### src/rtl/fc_frame_loader.sv
// -----------------------------------------------------------------------------
// fc_frame_loader
//
// Sequential front/back end for one fully-connected output neuron group.
//   * Collects IN activations from a valid/ready stream into the parallel
//     vector x_out[0:IN-1] that drives the combinational FC layer.
//   * Freezes x_out for SETTLE_CYC cycles so the multiplier/adder/ReLU tree
//     settles, then registers the layer result z_in into m_data.
//   * Offers the result on a valid/ready output stream.
//   * Flags frames of the wrong length with a one-cycle err_len pulse.
//
// Ports
//   clk, rst_n        clock, asynchronous active-low reset
//   s_valid/s_ready   input beat handshake
//   s_data, s_last    activation value, final beat of a frame
//   x_out[0:IN-1]     parallel activation vector to the layer
//   z_in              layer result (OUT_W bits)
//   m_valid/m_ready   result handshake
//   m_data            registered layer result
//   err_len           one-cycle pulse on frame length error
//   frame_cnt         (FC_PERF_CNT_EN only) completed result handshakes, wraps
//   stall_cnt         (FC_PERF_CNT_EN only) cycles a result waits on m_ready,
//                     saturates
//
// Configuration macro: FC_PERF_CNT_EN adds the frame_cnt/stall_cnt counters.
// SETTLE_CYC legal range is 1..15.
// -----------------------------------------------------------------------------
module fc_frame_loader #(
  parameter int WIDTH      = 8,
  parameter int IN         = 128,
  parameter int OUT_W      = WIDTH * 2 + $clog2(IN),
  parameter int SETTLE_CYC = 2
) (
  input  logic             clk,
  input  logic             rst_n,
  input  logic             s_valid,
  output logic             s_ready,
  input  logic [WIDTH-1:0] s_data,
  input  logic             s_last,
  output logic [WIDTH-1:0] x_out [0:IN-1],
  input  logic [OUT_W-1:0] z_in,
  output logic             m_valid,
  input  logic             m_ready,
  output logic [OUT_W-1:0] m_data,
`ifdef FC_PERF_CNT_EN
  output logic [15:0]      frame_cnt,
  output logic [15:0]      stall_cnt,
`endif
  output logic             err_len
);

  localparam int IDX_W = $clog2(IN);
  localparam logic [IDX_W-1:0] IDX_LAST    = IDX_W'(IN - 1);
  localparam logic [3:0]       SETTLE_LAST = 4'(SETTLE_CYC - 1);

  typedef enum logic [1:0] {
    ST_FILL,
    ST_SETTLE,
    ST_OUT
  } state_t;

  state_t           state;
  logic [IDX_W-1:0] idx;
  logic [3:0]       settle_cnt;

  wire beat_acc = s_valid && s_ready;

  always_ff @(posedge clk or negedge rst_n) begin
    if (!rst_n) begin
      state      <= ST_FILL;
      idx        <= '0;
      settle_cnt <= '0;
      s_ready    <= 1'b0;
      m_valid    <= 1'b0;
      m_data     <= '0;
      err_len    <= 1'b0;
      // NOTE: x_out is a register file that is normally left unreset, but the
      // layer sees it directly, so it must present zeros out of reset.
      for (int i = 0; i < IN; i++) begin
        x_out[i] <= '0;
      end
    end else begin
      // NOTE: every state register here uses <= so all branches see the
      // values from before this edge; err_len defaults low to make it a pulse.
      err_len <= 1'b0;

      unique case (state)
        ST_FILL: begin
          // s_ready is a registered copy of "state is FILL"; it stays low
          // during reset and rises on the first clock after release.
          s_ready <= 1'b1;
          if (beat_acc) begin
            x_out[idx] <= s_data;
            if (idx == IDX_LAST) begin
              // Full frame: process it even when s_last is missing.
              idx        <= '0;
              settle_cnt <= '0;
              s_ready    <= 1'b0;
              err_len    <= !s_last;
              state      <= ST_SETTLE;
            end else if (s_last) begin
              // Short frame: drop it, keep stale entries, restart at index 0.
              idx     <= '0;
              err_len <= 1'b1;
            end else begin
              idx <= idx + 1'b1;
            end
          end
        end

        ST_SETTLE: begin
          if (settle_cnt == SETTLE_LAST) begin
            m_data  <= z_in;
            m_valid <= 1'b1;
            state   <= ST_OUT;
          end else begin
            settle_cnt <= settle_cnt + 1'b1;
          end
        end

        ST_OUT: begin
          if (m_ready) begin
            m_valid <= 1'b0;
            s_ready <= 1'b1;
            state   <= ST_FILL;
          end
        end

        default: begin
          state   <= ST_FILL;
          s_ready <= 1'b0;
          m_valid <= 1'b0;
        end
      endcase
    end
  end

`ifdef FC_PERF_CNT_EN
  always_ff @(posedge clk or negedge rst_n) begin
    if (!rst_n) begin
      frame_cnt <= '0;
      stall_cnt <= '0;
    end else if (state == ST_OUT) begin
      if (m_ready) begin
        frame_cnt <= frame_cnt + 1'b1;          // wraps naturally
      end else if (stall_cnt != 16'hFFFF) begin
        stall_cnt <= stall_cnt + 1'b1;          // saturates
      end
    end
  end
`endif

endmodule

### config.mk
export PLATFORM = sky130hd
export DESIGN_NAME = fc_frame_loader
export DESIGN_NICKNAME = d
export VERILOG_FILES = /design/src/rtl/fc_frame_loader.sv
export SDC_FILE = /design/constraint.sdc
export NUM_CORES = 1
export LEC_CHECK = 0
export BUFFER_PORTS_ARGS = -buffer_cell sky130_fd_sc_hd__buf_4
export CAP_MARGIN = 20
export CORE_AREA = 2 2 421 423
export CTS_BUF_LIST = sky130_fd_sc_hd__clkbuf_8
export CTS_CLUSTER_SIZE = 8
export DETAILED_ROUTE_END_ITERATION = 16
export DIE_AREA = 0 0 423 425
export PLACE_DENSITY_LB_ADDON = 0.2
export SLEW_MARGIN = 10
export SYNTH_ARGS = -nofsm -noshare
export SYNTH_HDL_FRONTEND = slang
export SYNTH_SLANG_ARGS = --single-unit
### constraint.sdc
create_clock -name clk -period 2.3 [get_ports clk]
set_input_delay 0.115 -clock clk [delete_from_list [all_inputs] [get_ports clk]]
set_output_delay 0.115 -clock clk [all_outputs]
set_load 0.05 [all_outputs]
Word-level counts from Yosys, hierarchy flattened. Index checks and enable logic that the tools add are counted.

$add $sub $neg: 2. $lt $le $gt $ge: 2. Eq/ne operators: 9. Multiplexer cells: 25. Bitwise operators: 3. Reductions and logical operators: 11.

Operator list (number): 1024-bit bitwise mux (1); 8-bit demux with 7-bit select (1); 7-bit 2-to-1 mux (2); 4-bit 2-to-1 mux (3); 2-bit != test, second input constant (5); 1-bit 2-to-1 mux (9); 8-bit >= comparator, second input constant (1); 8-bit by 1-bit < comparator with 1-bit output, second input constant (1); 2-bit 2-to-1 mux (4); 8-bit 2-to-1 mux (1); 7-bit NOT with 8-bit output (1); 4-bit one-hot mux with 2 select lines (1); 4-bit AND reduction (2); 7-bit by 1-bit adder with 7-bit output, second input constant (1); 7-bit == test, second input constant (1); 1-bit one-hot mux with 3 select lines (2); 2-bit one-hot mux with 3 select lines (1); 2-bit AND reduction (3); 4-bit by 1-bit adder with 4-bit output, second input constant (1); 4-bit by 1-bit == test with 1-bit output, second input constant (1); 3-bit AND reduction (1); 2-bit by 1-bit == test with 1-bit output, second input constant (1); 2-bit == test, second input constant (1); 1-bit logical AND (2); other kinds (4) (5).

Flip-flop bits (word level): 1063.

Logic depth before layout (Yosys ltp).
Word-level depth: 6. Gate-level depth with buffers: 7.

Worst setup path before layout. Ideal clock, no wire load.

Path type: flip-flop to flip-flop. Start point: reg s_ready. End point: reg x_out[672] (netlist name). Library setup time: 0.125 ns. Data arrival time: 2.093 ns. Required time: 2.175 ns. Path slack: 0.082 ns. Stages on the path, launching flop included: 7. Buffers on the path: 2. Clock period less this slack: 2.218 ns. Cells stage by stage: dfrtp_1 > and4bb_2 > buf_4 > nand2_2 > buf_2 > nor2_2 > mux2_2.

Cells in the longest elaborated chain, start to end: 2.

RTL lines: start: declaration (line 37) `output logic s_ready,`; start signal: assignment (line 73) `s_ready <= 1'b0;`; start signal: assignment (line 91) `s_ready <= 1'b1;`; start signal: assignment (line 98) `s_ready <= 1'b0;`; 1-bit logical AND (line 66) `wire beat_acc = s_valid && s_ready;`; 2-bit AND reduction (no source line); end signal: indexed assignment (line 93) `x_out[idx] <= s_data;`; end: declaration (line 40) `output logic [WIDTH-1:0] x_out [0:IN-1],`.

No other way between the ends. A chain may end at the register's enable or synchronous reset.

Worst setup path in the final report.
Start point: reg idx[1]. End point: reg err_len.

Cells in the longest elaborated chain, start to end: 4.

RTL lines: start: declaration (line 63) `logic [IDX_W-1:0] idx;`; start signal: assignment (line 106) `idx <= idx + 1'b1;`; 7-bit == test (line 94) `if (idx == IDX_LAST) begin`; 1-bit 2-to-1 mux (line 94); 1-bit 2-to-1 mux (line 92) `if (beat_acc) begin`; 1-bit 2-to-1 mux (line 87) `unique case (state)`; end signal: assignment (line 99) `err_len <= !s_last;`; end: declaration (line 49) `output logic err_len`.

No other way between the ends.

==> key figures <==
Placed design
  • Port bufs: 1085
  • Final HPWL DP: 121000 um
  • GP Congestion: 0.778

Worst setup path
  • Startpoint type of the worst setup path: flip-flop
  • Worst setup EP type: flip-flop
  • R2R depth: 5
  • Worst path required time: 3170 ps
  • Worst Path Arrival: 3000 ps
  • Crit Path Max Fanout: 11
  • Critical path class: flip-flop to flip-flop

GRT
  • Initial antenna violation count: 6
  • Global-route wire length before repair: 234000 um
  • Vias in the first global route: 28400
  • Overall Global Routing Usage: 18.5%
  • Grt total ovfl: 0
  • Largest net degree at the start of global routing: 110

Yosys
  • Post-synth EDFFs: 0
  • Netlist Area Pre-Place: 40400 um2
  • Post-Synthesis Cells: 2509
  • Largest area contributor in the netlist: dfrtp_1
  • Yosys warning count: 0
  • Async SR Flop Fraction: 100%
  • Register area share after synthesis: 65.9%
  • Mean Syn Cell Area: 16.1 um2
  • Post-synth top flop: dfrtp_1
  • Synthesized net count: 2548
  • Top cells by area, synth: dfrtp_1, mux2_2, clkbuf_1
  • Yosys reg bits: 1063
  • Yosys cell types: 39
  • Yosys top cell area share: 65.9%

Route
  • Routed len/inst: 26.7 um
  • DRC Markers: 0
  • Post-route antenna net violation count: 0
  • Pre-Repair DR Iteration Count: 4
  • Vias per inst: 4.25
  • DR iter-0 viols: 1157
  • Aggregate routed wire length: 170000 um
  • Via count: 27100

Clock tree
  • Clock Sinks: 1063
  • Longest Clk Path Bufs: 3
  • Clock Latency Late Sink: 960 ps
  • Clock transition at the registers of the reported paths: 60 ps
  • CTS tree: yes
  • # Post-CTS Setup Buffers: 0
  • CTS Buf Count: 192
  • H-tree Lvls: 4
  • Clock root buffer: clkbuf_8

Cells and area
  • Final nets: 3941
  • Layout cells sized above 1: 66.1%
  • Final core utilization: 32.9%
  • P&R area growth vs syn: 43.0%
  • Fillers: 17600

Pwr
  • Sequential power share: 45.0%
  • PD cells: 767 nW/um2
  • Switching Fraction: 30.8%
  • Overall power: 44.3 mW
  • Power share of the combinational group: 15.6%
  • Leakage power: 30.5 nW
  • Power Internal: 30.6 mW
  • Clock share of power: 39.5%
  • Net Sw Power: 13.7 mW
  • Peak supply drop: 568 uV

Floorplanning
  • Die Span Y: 425 um
  • Core Box Area: 175000 um2
  • Die area: 180000 um2
  • I/O Pins: 1086
  • Row count: 154
  • Starting density of the core: 23.0%
  • Die X: 423 um

STA
  • Skew final: 51.6 ps
  • Count of final setup violators: 0
  • Tcrit/Tclk final: 92.7%
  • Worst hold slack: 139 ps
  • Final Hold Vio Count: 0
  • Worst slew pin tran: 736 ps
  • Worst rel slew slack: 50.9%
  • Setup repair after global routing missed its margin: no
  • Max Fclk: 469 MHz
  • Final Critical Period: 2130 ps
  • Slew Viols, Final: 0

Hold path
  • Cell depth of the worst min-delay path: 4
  • Hold WC Path Type: input port to flip-flop

Status
  • Status: finished, final reports clean

Job
  • MaxCap Viol Count: 0
## final timing paths
path	start	to	slack, ps
hold reg to reg	x_out[441]	x_out[441]	500
setup / recovery	idx[1]	err_len	170
hold / removal	m_ready	state[1]	140
max in group asynchronous	rst_n	x_out[75]	1080
min in group asynchronous	rst_n	x_out[21]	540
setup reg to reg	idx[1]	err_len	170
## cell type report
type / instances / area (um2) / area share [%]
multi-input cells: 1299 / 13200 / 22.9
flip-flops and latches: 1063 / 26600 / 46.1
repair buffers: 1343 / 11300 / 19.6
clock inverters: 92 / 546 / 0.945
clock buffers: 226 / 3110 / 5.39
inverters: 3 / 11.3 / 0.0195
diodes: 9 / 22.5 / 0.0390
well taps: 2340 / 2930 / 5.07
## flip-flops by register name, indices dropped and copies added (netlist names)
name and cells:
x_out 1024, m_data 23, idx 7, settle_cnt 4, state 2, err_len 1
m_valid 1, s_ready 1
## logic make-up (layout without fill, tap and decap cells)
| family | after synthesis | count (layout) | share of synthesized area [%] |
|---|---|---|---|
| AOI/OAI and AO/OA | 24 | 24 | 0.338 |
| xor gates and xnor gates | 1 | 1 | 0.0217 |
| adders and majority gates | 3 | 3 | 0.0930 |
| buffers and inverters | 147 | 1664 | 1.47 |
| DFF | 1063 | 1063 | 65.9 |
| muxes | 1048 | 1048 | 29.2 |
| other | 0 | 9 | 0 |
| and+or+nand+nor | 223 | 223 | 2.92 |
## power groups by stage
stage | logic (mW) | registers, mW | clock network (mW)
6_report | 6.90 | 19.9 | 17.5
4_1_cts | 7.06 | 19.9 | 18.2
5_1_grt | 7.16 | 20.0 | 19.0
3_3_place_gp | 6.95 | 20.2 | 0
3_5_place_dp | 6.96 | 20.2 | 0
2_1_floorplan | 1.04 | 22.9 | 0
## critical path: stages, from the launching register on
cell and delay (ps):
dfrtp_1 500, ha_1 350, nand2_2 160, or3_1 360
a21oi_1 150, dlygate4sd3_1 560
## per-stage QoR
| step | setup TNS (ps) | setup WS, ps | area [um2] | instances |
|---|---|---|---|---|
| detailed placement | -4250 | -101 | 53400 | 5987 |
| global route | 0 | 19.9 | 57700 | 6373 |
| CTS | 0 | 13.6 | 57700 | 6366 |
| finish | 0 | 168 | 57700 | 6375 |
| global placement | -4570 | -105 | 53400 | 5987 |
| floorplan | 0 | 81.8 | 40400 | 2509 |
## synthesized netlist by cell type (7+ instances only)
library cell	number
buf_1	10
buf_2	16
clkbuf_1	112
dfrtp_1	1063
mux2_2	1047
nand2_1	94
nand2_2	13
nand2b_1	7
nand3_1	9
nor2_1	16
nor2_2	41
o21ai_0	14
## cell usage in the layout, fill, tap and decap left out, drive strengths merged, types with 2 or more instances in the layout
cell type | netlist | final
and3 | 3 | 3
nor3b | 5 | 5
nor2b | 4 | 4
and3b | 3 | 3
dfrtp | 1063 | 1063
a22o | 2 | 2
diode | 0 | 9
nor3 | 7 | 7
inv | 3 | 69
clkinvlp | 0 | 4
a31oi | 2 | 2
a21oi | 3 | 3
bufinv | 0 | 3
buf | 32 | 1283
nor2 | 63 | 63
or3 | 3 | 3
dlygate4sd3 | 0 | 60
mux2 | 1047 | 1047
nand2 | 107 | 107
ha | 3 | 3
clkinv | 0 | 19
clkbuf | 112 | 226
nand2b | 7 | 7
o21ai | 14 | 14
and2 | 5 | 5
nand3 | 9 | 9
## routing by layer
metal | track usage, % | part of all wire [%] | up-vias
met2 | 32.6 | 52 | 852
met3 | 5.02 | 5.8 | 281
met5 | 0 | 0 | -
li1 | - | - | 11600
met4 | 8.45 | 4.7 | 0
met1 | 20.7 | 38 | 14300
## timing repair
item | 4_1_cts | 5_1_grt
gates resized for setup | 1 | 7
endpoints found under the setup margin | 64 | 71
hold buffers | 61 | 0
hold endpoints to repair | 1912 | 0
Power figures use the tool's default switching activity.
